File: src/rtl/vga_fill_pkg.sv
// Shared types, default geometry and helpers for the VGA rectangle fill master.
package vga_fill_pkg;

    localparam int DEF_SCREEN_W = 160;
    localparam int DEF_SCREEN_H = 120;
    localparam int DEF_ADDR_W   = 16;
    localparam int COLOR_W      = 24;

    typedef enum logic [1:0] {
        IDLE  = 2'd0,
        WRITE = 2'd1,
        DONE  = 2'd2
    } fill_state_t;

    // Avalon writedata word: top byte unused, then RGB888.
    function automatic logic [31:0] pack_writedata(input logic [COLOR_W-1:0] color);
        return {8'h00, color};
    endfunction

endpackage

File: src/rtl/vga_rect_clip.sv
// Clips a rectangle to the screen; 9-bit sums so x+w up to 510 never wraps.
module vga_rect_clip
    import vga_fill_pkg::*;
#(
    parameter int SCREEN_W = DEF_SCREEN_W,
    parameter int SCREEN_H = DEF_SCREEN_H
) (
    input  logic [7:0] x,
    input  logic [7:0] y,
    input  logic [7:0] w,
    input  logic [7:0] h,
    output logic [8:0] x_end,
    output logic [8:0] y_end,
    output logic       empty
);

    logic [8:0] x_sum;
    logic [8:0] y_sum;

    // Exclusive end bounds clamped to the screen, plus the nothing-to-draw flag.
    always_comb begin
        x_sum = {1'b0, x} + {1'b0, w};
        y_sum = {1'b0, y} + {1'b0, h};
        x_end = (x_sum > 9'(SCREEN_W)) ? 9'(SCREEN_W) : x_sum;
        y_end = (y_sum > 9'(SCREEN_H)) ? 9'(SCREEN_H) : y_sum;
        empty = (w == 8'd0) || (h == 8'd0) ||
                ({1'b0, x} >= 9'(SCREEN_W)) || ({1'b0, y} >= 9'(SCREEN_H));
    end

endmodule

File: src/rtl/vga_rect_fill_master.sv
// Avalon-MM master filling a clipped solid-colour rectangle, one write per pixel.
module vga_rect_fill_master
    import vga_fill_pkg::*;
#(
    parameter int SCREEN_W = DEF_SCREEN_W,
    parameter int SCREEN_H = DEF_SCREEN_H,
    parameter int ADDR_W   = DEF_ADDR_W
) (
    input  logic              dataclock,
    input  logic              reset,
    input  logic              cmd_valid,
    output logic              cmd_ready,
    input  logic [7:0]        cmd_x,
    input  logic [7:0]        cmd_y,
    input  logic [7:0]        cmd_w,
    input  logic [7:0]        cmd_h,
    input  logic [23:0]       cmd_color,
    output logic              busy,
    output logic              done,
    output logic              chipselect,
    output logic              write,
    output logic [ADDR_W-1:0] address,
    output logic [31:0]       writedata,
    input  logic              waitrequest
);

    fill_state_t         state, state_nx;
    logic [7:0]          cur_x, cur_y, x_start;
    logic [8:0]          x_end_r, y_end_r;
    logic [ADDR_W-1:0]   row_base;
    logic [COLOR_W-1:0]  color_r;

    logic [8:0]          clip_x_end, clip_y_end;
    logic                clip_empty;
    logic                x_more, y_last;

    vga_rect_clip #(
        .SCREEN_W (SCREEN_W),
        .SCREEN_H (SCREEN_H)
    ) u_clip (
        .x     (cmd_x),
        .y     (cmd_y),
        .w     (cmd_w),
        .h     (cmd_h),
        .x_end (clip_x_end),
        .y_end (clip_y_end),
        .empty (clip_empty)
    );

    // Position tests against the latched exclusive bounds, done in 9 bits.
    assign x_more = ({1'b0, cur_x} + 9'd1) < x_end_r;
    assign y_last = ({1'b0, cur_y} + 9'd1) >= y_end_r;

    // State register.
    always_ff @(posedge dataclock) begin
        if (reset) state <= IDLE;
        else       state <= state_nx;
    end

    // Next-state and Avalon/handshake outputs; outputs are zero outside WRITE.
    always_comb begin
        state_nx   = state;
        cmd_ready  = 1'b0;
        busy       = 1'b0;
        done       = 1'b0;
        write      = 1'b0;
        chipselect = 1'b0;
        address    = '0;
        writedata  = '0;
        case (state)
            IDLE: begin
                cmd_ready = 1'b1;
                if (cmd_valid) state_nx = clip_empty ? DONE : WRITE;
            end
            WRITE: begin
                busy       = 1'b1;
                write      = 1'b1;
                chipselect = 1'b1;
                address    = row_base + ADDR_W'(cur_x);
                writedata  = pack_writedata(color_r);
                if (!waitrequest && !x_more && y_last) state_nx = DONE;
            end
            DONE: begin
                busy     = 1'b1;
                done     = 1'b1;
                state_nx = IDLE;
            end
            default: state_nx = IDLE;
        endcase
    end

    // Command latch and raster scan; holds everything while the slave stalls.
    always_ff @(posedge dataclock) begin
        if (reset) begin
            cur_x    <= '0;
            cur_y    <= '0;
            x_start  <= '0;
            x_end_r  <= '0;
            y_end_r  <= '0;
            row_base <= '0;
            color_r  <= '0;
        end else begin
            case (state)
                IDLE: begin
                    if (cmd_valid) begin
                        cur_x    <= cmd_x;
                        cur_y    <= cmd_y;
                        x_start  <= cmd_x;
                        x_end_r  <= clip_x_end;
                        y_end_r  <= clip_y_end;
                        row_base <= ADDR_W'(cmd_y) * ADDR_W'(SCREEN_W);
                        color_r  <= cmd_color;
                    end
                end
                WRITE: begin
                    if (!waitrequest) begin
                        if (x_more) begin
                            cur_x <= cur_x + 8'd1;
                        end else begin
                            cur_x    <= x_start;
                            cur_y    <= cur_y + 8'd1;
                            row_base <= row_base + ADDR_W'(SCREEN_W);
                        end
                    end
                end
                default: ;
            endcase
        end
    end

endmodule

File: config.mk
export PLATFORM = sky130hd
export DESIGN_NAME = vga_rect_fill_master
export DESIGN_NICKNAME = d
export VERILOG_FILES = /design/src/rtl/vga_fill_pkg.sv /design/src/rtl/vga_rect_clip.sv /design/src/rtl/vga_rect_fill_master.sv
export SDC_FILE = /design/constraint.sdc
export NUM_CORES = 1
export LEC_CHECK = 0
export CORE_MARGIN = 3
export CORE_UTILIZATION = 40
export CTS_CLUSTER_SIZE = 12
export DETAILED_ROUTE_END_ITERATION = 10
export PLACE_DENSITY = 0.63
export SLEW_MARGIN = 10
export SYNTH_ARGS = -nofsm -noshare
export SYNTH_HDL_FRONTEND = slang
export SYNTH_SLANG_ARGS = --single-unit
File: constraint.sdc
create_clock -name dataclock -period 8.1 [get_ports dataclock]
set_clock_uncertainty 0.2 [all_clocks]
set_input_delay 0.81 -clock dataclock [delete_from_list [all_inputs] [get_ports dataclock]]
set_output_delay 0.81 -clock dataclock [all_outputs]
set_load 0.01 [all_outputs]
==> out/metrics.yaml, run 1 <==
status: "finished, final reports clean"
viasPerCell: 5.62
final_max_slew_viol_count: 0
muxShareOfSynthArea: 0.00887
clkTransAtPathRegs_ns: 0.06
syn_inst: 741
ys_ff_latch: 79
dr.pass1.iters: 5
grt_pass1_vias: 5520
clock_latency_ns: 0.35
rows: 42
path_class: "reg2out"
grt_max_degree: 75
antenna_found_initial: 0
post-route-min-period_ns: 3.81
synth_compound_area_frac: 0.231
p_comb_frac: 0.327
maxCapViolCount: 0
yosysMostFrequentCell: "nand2_1"
place_congestion: 0.859
synth_area_leaders: "dfxtp_1, ha_1, nand2_1"
die_width_um: 125
clockBufferDepth: 2
cp-end-kind: "output port"
grt_use_total: 0.206
synth_warnings: 0
start_kind: "flip-flop"
die_h_um: 125
setup_viol: 0
swShare: 0.351
fin_nets: 936
routed_wl_um: 16300
ant_nets: 0
fmax_mhz: 262
htreeDepth: 3
cts_buffers: 9
drcViolationCount: 0
holdBufCountCts: 0
synthArstFlopShare: 0
dr_total_vias: 5622
cts_tree: "done"
wl_per_cell_um: 16.3
ios: 113
ys_top_cells_by_count: "nand2_1, dfxtp_1, a21oi_1"
start_util: 0.418
area_delta_synth_final_pct: 25.4
internal_power_mw: 0.907
fin_ws_ns: 4.29
synth-simple-area-share: 0.234
cp.arrival_ns: 2.80
worst_pin_slew_ns: 1.21
yosys.area_share.xor_xnor: 0.0497
synth_top_area_share: 0.280
clockRootBuffer: "clkbuf_16"
grt_pass1_wl_um: 26900
crit_path_max_fanout: 74
portBuffers: 104
synth_area_per_cell_um2: 7.62
fillers: 1314
synth_top_family_by_area: "simple AND/OR/NAND/NOR gates"
yosysSeqAreaShare: 0.280
core_um2: 13500
yosys.area_share.adder: 0.130
clkSinkCount: 79
hold_viol: 0
drive_gt1_frac: 0.0473
rsz0062_at_grt: "no"
cts_resized: 0
synth_top_cell_by_area: "dfxtp_1"
vdd_ir_drop_max_mv: 0.181
dp_slack_ns: 4.38
tns_ns: 0
post_cts_buffers: 0
gr-total-overflow: 0
dieArea_um2: 15600
pwr-share-clk: 0.323
final_util: 0.524
slew-limit-headroom: 0.193
powerDensity_nw_per_um2: 197
netlist_area_um2: 5640
min_period_over_period: 0.471
hp-class: "reg2reg"
dp_hpwl_um: 11700
p_leak_nw: 2.76
yosys.cell_types.count: 64
worstPathRequired_ns: 7.09
switching_power_mw: 0.491
drt_iter0_markers: 419
synth_flop_cell: "dfxtp_1"
synth_edf_count: 0
num_antenna_cells: 0
p_seq_frac: 0.350
## per-layer routing
| metal | vias up | part of all wire | track usage |
|---|---|---|---|
| met5 | - | 0 | 0 |
| li1 | 2775 | - | - |
| met2 | 154 | 0.47 | 0.343 |
| met3 | 25 | 0.046 | 0.0364 |
| met4 | 0 | 0.021 | 0.0735 |
| met1 | 2668 | 0.47 | 0.267 |
## final cells by class
class,instances,area [µm²],share of cell area
Clock buffer,10,239,0.0338
Sequential cell,79,1580,0.223
Multi-Input combinational cell,582,3730,0.527
Clock inverter,6,91.3,0.0129
Timing Repair Buffer,109,1070,0.152
Inverter,38,143,0.0202
Tap cell,176,220,0.0311
## placed cells by master, fill, tap and decap left out, types with 7 or more instances in the layout
cell / n
ha_1: 53
o21a_1: 7
clkdlybuf4s50_1: 103
xnor2_1: 18
clkbuf_16: 9
nor2_1: 43
a21oi_1: 77
nor4_1: 7
inv_1: 37
o21ai_0: 36
a31oi_1: 9
nand2_1: 108
and2_1: 37
a211oi_1: 7
nor3_1: 15
o31ai_1: 11
nand3_1: 34
conb_1: 8
xor2_1: 14
a21o_1: 7
dfxtp_1: 79
## sequential cells by signal (all words and copies together) (netlist names)
register,cells
row_base,11
color_r,24
y_end_r,9
cur_x,8
x_end_r,9
cur_y,8
x_start,8
state,2
## power groups by stage
| stage | Clock (mW) | Combinational [mW] | Sequential, mW |
|---|---|---|---|
| finish | 0.452 | 0.457 | 0.489 |
| global route | 0.475 | 0.513 | 0.497 |
| detailed placement | 0 | 0.453 | 0.496 |
| floorplan | 0 | 0.326 | 0.476 |
| CTS | 0.458 | 0.456 | 0.488 |
| global placement | 0 | 0.443 | 0.495 |
## worst max-delay path, stage by stage, from the launching register on
cell	delay [ns]
dfxtp_1	0.31
inv_1	0.09
ha_2	0.17
buf_4	0.59
clkinv_1	0.48
a21oi_1	0.23
clkdlybuf4s50_1	0.56
## cells by family (layout without fill, tap and decap cells)
family                     Yosys count  after routing
AOI/OAI and AO/OA                  204            204
xor gates and xnor gates            32             32
adders and majority gates           57             57
buffers and inverters               87            163
DFF                                 79             79
muxes                                5              5
other                                1              8
and+or+nand+nor                    276            276
## final timing paths
path,cells past startpoint,start,slack [ns],to
worst max-delay path,6,state[1]$_SDFFE_PP0P_,4.29,address[10]
worst min-delay path,2,color_r[17]$_SDFFE_PP0P_,0.25,color_r[17]$_SDFFE_PP0P_
worst max register to register,11,cur_x[0]$_SDFFE_PP0P_,4.49,cur_y[5]$_SDFFE_PP0P_
worst min register to register,2,color_r[17]$_SDFFE_PP0P_,0.25,color_r[17]$_SDFFE_PP0P_
## through the flow
stage	power [mW]	area (µm²)	std cells	hold WS, ns
2_1_floorplan	0.802	5670	748	0.217
3_3_place_gp	0.938	6750	984	0.236
3_5_place_dp	0.949	6750	984	0.242
4_1_cts	1.40	7080	1000	0.253
5_1_grt	1.48	7080	1000	0.267
6_report	1.40	7080	1000	0.248
No activity file was read; power rests on OpenSTA's default activity.
==> run 2, diff against run 1 <==
--- a/config.mk
+++ b/config.mk
@@ -9,7 +9,7 @@
 export CORE_UTILIZATION = 40
 export CTS_CLUSTER_SIZE = 12
 export DETAILED_ROUTE_END_ITERATION = 10
-export PLACE_DENSITY = 0.63
+export PLACE_DENSITY = 0.65
 export SLEW_MARGIN = 10
 export SYNTH_ARGS = -nofsm -noshare
 export SYNTH_HDL_FRONTEND = slang
==> constraint.sdc (replaced) <==
create_clock -name dataclock -period 3.2 [get_ports dataclock]
set_clock_uncertainty 0.2 [all_clocks]
set_input_delay 0.32 -clock dataclock [delete_from_list [all_inputs] [get_ports dataclock]]
set_output_delay 0.32 -clock dataclock [all_outputs]
set_load 0.01 [all_outputs]
==> run 2 against run 1 <==
  * Global-route usage down 0.52 points
  * Via count down 0.98%
  * First-iteration DRC count down 1.2%
  * Final cell count up 1.1%
  * Count of clock-buffer cells in the layout unchanged
  * Non-clock buffer count up 12
  * Largest power group unchanged
  * Sequential share of layout area down 0.33 points
  * Worst setup slack worse by 4.1 ns
  * Worst hold slack about the same
  * Critical path type is now reg2reg
  * Sequential power rose to 2.5 times the previous value
  * Sequential cell count unchanged
==> out/metrics.yaml, run 2 (synthesis results as in run 1) <==
status: "finished, final reports clean"
dr_total_vias: 5567
whs_path_depth: 2
top_regs: "color_r x24, row_base x11"
start_util: 0.418
routed_wl_um: 15900
grt_pass1_wl_um: 26400
dp_hpwl_um: 11800
regArea_um2: 1580
powerDensity_nw_per_um2: 490
grtUsageMet3: 0.0399
clockBufferDepth: 2
grt_use_total: 0.201
die_h_um: 125
rows: 42
tns_ns: 0
slew-limit-headroom: 0.509
place_congestion: 0.851
cts_tree: "done"
post-route-min-period_ns: 3.02
globalRoute.busiestLayer: "met2"
antenna_found_initial: 0
worstPathRequired_ns: 3.27
vdd_ir_drop_max_mv: 0.307
grt_max_degree: 71
core_um2: 13500
path_class: "reg2reg"
wl_per_cell_um: 15.7
portBuffers: 104
clkSinkCount: 79
clockRootBuffer: "clkbuf_16"
post_cts_buffers: 0
r2r_setup_slack_ns: 0.18
final_max_slew_viol_count: 0
holdPathEnd: "color_r[22]$_SDFFE_PP0P_"
grt_use_met1: 0.267
dr.pass1.iters: 5
fin_nets: 948
cp.arrival_ns: 3.09
hp-class: "reg2reg"
num_antenna_cells: 0
drt_iter0_markers: 414
largest_reg_flops: 24
die_width_um: 125
dieArea_um2: 15600
stdcell_count: 1011
clkTransAtPathRegs_ns: 0.06
ios: 113
min_period_over_period: 0.945
setup_viol: 0
cts_buffers: 9
maxCapViolCount: 0
met2_usage: 0.331
drcViolationCount: 0
final_util: 0.532
reg2reg_depth: 9
gr-total-overflow: 0
dp.cells: 996
viasPerCell: 5.51
grt_pass1_vias: 5284
drive_gt1_frac: 0.0611
cp-end-kind: "flip-flop"
start_kind: "flip-flop"
final_common_cell: "nand2_1"
p_leak_nw: 2.83
fmax_mhz: 331
area_delta_synth_final_pct: 27.3
multiInputGateArea_um2: 3730
rsz0062_at_grt: "no"
crit_path_max_fanout: 13
layout_common_cells: "nand2_1, clkdlybuf4s50_1, dfxtp_1, a21oi_1, ha_1"
hold_viol: 0
clock_latency_ns: 0.34
min-delay-start: "color_r[22]$_SDFFE_PP0P_"
largest_register: "color_r"
worst_pin_slew_ns: 0.735
timing.rr.end: "cur_y[2]$_SDFFE_PP0P_"
r2r-start: "cur_x[1]$_SDFFE_PP0P_"
whs_ns: 0.248
htreeDepth: 3
fillers: 1267
ant_nets: 0
==> run 2: worst max path at each step <==
stage	from	to	slack (ns)	cells after the start
final	cur_x[1]$_SDFFE_PP0P_	cur_y[2]$_SDFFE_PP0P_	0.18	9
after global routing	state[1]$_SDFFE_PP0P_	address[10]	0.03	5
after CTS	cur_x[0]$_SDFFE_PP0P_	row_base[12]$_SDFFE_PP0P_	0.13	11
after detailed placement	cmd_y[1]	y_end_r[2]$_SDFFE_PP0P_	0.02	8
after global placement	cmd_y[1]	y_end_r[2]$_SDFFE_PP0P_	0.13	8
after floorplan	cur_x[0]$_SDFFE_PP0P_	cur_y[3]$_SDFFE_PP0P_	0.42	12
==> run 2: layout make-up <==
| type | instances | share of cell area |
|---|---|---|
| multi-input combinational | 582 | 0.519 |
| sequential | 79 | 0.220 |
| timing repair buffer | 121 | 0.165 |
| clock buffer | 10 | 0.0333 |
| tap | 176 | 0.0307 |
| inverter | 38 | 0.0199 |
| clock inverter | 5 | 0.0115 |
==> run 2: repair_timing <==
item | 4_1_cts | 5_1_grt
resized for setup | 0 | 2
hold buffers | 0 | 0
setup endpoints to repair | 0 | 4
==> run 2: where the power goes <==
part / switching (mW) / internal, mW
Sequential: 0.121 / 1.11
Clock: 0.405 / 0.701
Combinational: 0.681 / 0.505
Total: 1.21 / 2.32
==> run 2: routing by layer <==
metal  routed length, µm  vias to the layer above
li1                    -                     2797
met5                   0                        -
met3                 947                       19
met1                7360                     2570
met2                7350                      181
met4                 262                        0
==> run 2: stage by stage <==
step                area, µm²  worst slack, ns  total power [mW]
finish                   7180            0.177              3.52
global route             7180           0.0295              3.73
CTS                      7180            0.135              3.54
detailed placement       6860           0.0236              2.42
global placement         6860            0.129              2.39
floorplan                5670            0.423              2.03
==> run 2: worst max-delay path: stages (launching register included) <==
cell     delay [ns]
dfxtp_1        0.41
nand3_1        0.18
nor3_1         0.25
xor2_1         0.13
ha_1           0.29
nand2_1        0.07
or3_1          0.46
and3_4         0.27
or4_1          0.51
a31oi_1        0.17
==> run 3, diff against run 2 <==
--- a/config.mk
+++ b/config.mk
@@ -9,7 +9,8 @@
 export CORE_UTILIZATION = 40
 export CTS_CLUSTER_SIZE = 12
 export DETAILED_ROUTE_END_ITERATION = 10
-export PLACE_DENSITY = 0.65
+export GPL_ROUTABILITY_DRIVEN = 0
+export PLACE_DENSITY = 0.67
 export SLEW_MARGIN = 10
 export SYNTH_ARGS = -nofsm -noshare
 export SYNTH_HDL_FRONTEND = slang
==> run 3 against run 2 <==
  * Sequential cell count is the same
  * Fmax hardly changed
  * Sequential power is essentially flat
  * Design area decreased by 0.12%
  * Sequential share of layout area grew 0.062 points
  * Critical endpoint is now address[13]
==> out/metrics.yaml, run 3 (synthesis results as in run 1) <==
grt_max_degree: 38
start_util: 0.418
cts_buffers: 9
rows: 42
wl_per_cell_um: 15.9
ant_nets: 0
crit_path_max_fanout: 4
cts_resized: 0
area_delta_synth_final_pct: 27.2
hp-class: "in2reg"
dieArea_um2: 15600
clockRootBuffer: "clkbuf_16"
clock_latency_ns: 0.35
p_leak_nw: 2.82
grt_pass1_wl_um: 26800
rsz0062_at_grt: "no"
status: "finished, final reports clean"
dp_hpwl_um: 12200
holdBufCountCts: 0
worstPathCellList: "ha_1 > a21o_1 > a21o_1 > nand2_1 > nor2_1 > xnor2_1 > nor2_1 > clkdlybuf4s50_1"
post_cts_buffers: 0
clkSinkCount: 79
drcViolationCount: 0
reg2reg_depth: 11
vdd_ir_drop_max_mv: 0.358
top_regs: "color_r x24, row_base x11"
switching_power_mw: 1.24
num_antenna_cells: 0
path_class: "reg2out"
regArea_um2: 1580
layout_common_cells: "nand2_1, clkdlybuf4s50_1, a21oi_1, dfxtp_1, ha_1"
portBuffers: 104
dr.pass1.iters: 4
start_kind: "flip-flop"
fillers: 1291
worst_pin_slew_ns: 0.770
hold_viol: 0
clkTransAtPathRegs_ns: 0.07
final_common_cell: "nand2_1"
dr_total_vias: 5571
grt_pass1_vias: 5467
antenna_found_initial: 0
max_stage_delay_ns: 0.55
largest_reg_flops: 24
stdcell_count: 1016
maxCapViolCount: 0
dp.cells: 1000
htreeDepth: 3
die_width_um: 125
worstPathRequired_ns: 2.68
min_period_over_period: 0.945
final_max_slew_viol_count: 0
grt_use_total: 0.203
internal_power_mw: 2.24
cp.arrival_ns: 2.51
drt_iter0_markers: 332
powerDensity_nw_per_um2: 485
ios: 113
largest_register: "color_r"
worstSetupStartpoint: "cur_x[6]$_SDFFE_PP0P_"
multiInputGateArea_um2: 3740
crit_end: "address[13]"
die_h_um: 125
min-delay-start: "reset"
slowest_stage: "clkdlybuf4s50_1"
viasPerCell: 5.48
tns_ns: 0
r2r_setup_slack_ns: 0.22
gr-total-overflow: 0
p_comb_frac: 0.347
fin_nets: 952
post-route-min-period_ns: 3.03
setup_viol: 0
fmax_mhz: 331
r2r-start: "cur_x[1]$_SDFFE_PP0P_"
whs_path_depth: 2
cts_tree: "done"
cp-end-kind: "output port"
drive_gt1_frac: 0.0690
pwr-share-clk: 0.298
slew-limit-headroom: 0.486
core_um2: 13500
clockBufferDepth: 2
swShare: 0.355
routed_wl_um: 16100
timing.rr.end: "cur_y[1]$_SDFFE_PP0P_"
p_seq_frac: 0.355
run 3: changes by cell type in the layout (fill, tap and decap cells not counted), moves of 2 or more:
| cell | delta |
|---|---|
| buf_4 | +6 |
| buf_12 | -2 |
| clkinv_4 | -2 |
| clkinvlp_4 | +2 |
| dfxtp_1 | -2 |
| dfxtp_2 | +2 |
| inv_6 | +2 |
run 3: worst min-delay path by stage:
| stage | slack (ns) | endpoint |
|---|---|---|
| final | 0.04 | x_start[7]$_SDFFE_PP0P_ |
| after global routing | 0.04 | x_start[7]$_SDFFE_PP0P_ |
| after CTS | 0.03 | x_start[7]$_SDFFE_PP0P_ |
| after detailed placement | 0.24 | color_r[20]$_SDFFE_PP0P_ |
| after global placement | 0.24 | color_r[13]$_SDFFE_PP0P_ |
| after floorplan | 0.22 | x_end_r[0]$_SDFFE_PP0P_ |
run 3: cell type report:
type | instances | share of cell area
clock buffer | 10 | 0.0319
clock inverter | 6 | 0.00942
inverter | 38 | 0.0199
multi-input combinational | 582 | 0.521
sequential | 79 | 0.221
tap | 176 | 0.0307
timing repair buffer | 125 | 0.166
run 3: metal layers:
layer / global-route usage / routed length (µm) / part of all wire
met1: 0.261 / 7320 / 0.45
met3: 0.0399 / 906 / 0.056
met4: 0.0645 / 306 / 0.019
met2: 0.343 / 7590 / 0.47
met5: 0 / 0 / 0
run 3: metrics by stage:
stage	setup WS (ns)	instance area, µm²	hold WS [ns]	utilization	total power, mW
after global placement	0.161	6860	0.238	0.508	2.40
after CTS	0.147	7160	0.0312	0.530	3.48
after global routing	0.00301	7180	0.0416	0.531	3.70
after detailed placement	0.0213	6860	0.243	0.508	2.44
final	0.175	7180	0.0377	0.531	3.48
after floorplan	0.423	5670	0.217	-	2.03
run 3: worst max-delay path: cells and delay by family (launching register included):
kind                     cells  cell delay, ns
AND/OR/NAND/NOR              3            0.34
buffers and inverters        1            0.55
adder cells (fa/ha/maj)      1            0.33
XOR/XNOR                     1            0.12
flip-flops                   1            0.35
AO/OA/AOI/OAI                2            0.46
run 3: power groups by stage:
stage	logic (mW)	registers [mW]	clock network, mW
after CTS	1.20	1.23	1.05
after detailed placement	1.19	1.25	0
after global placement	1.15	1.25	0
after floorplan	0.825	1.20	0
after global routing	1.35	1.25	1.10
final	1.21	1.23	1.04
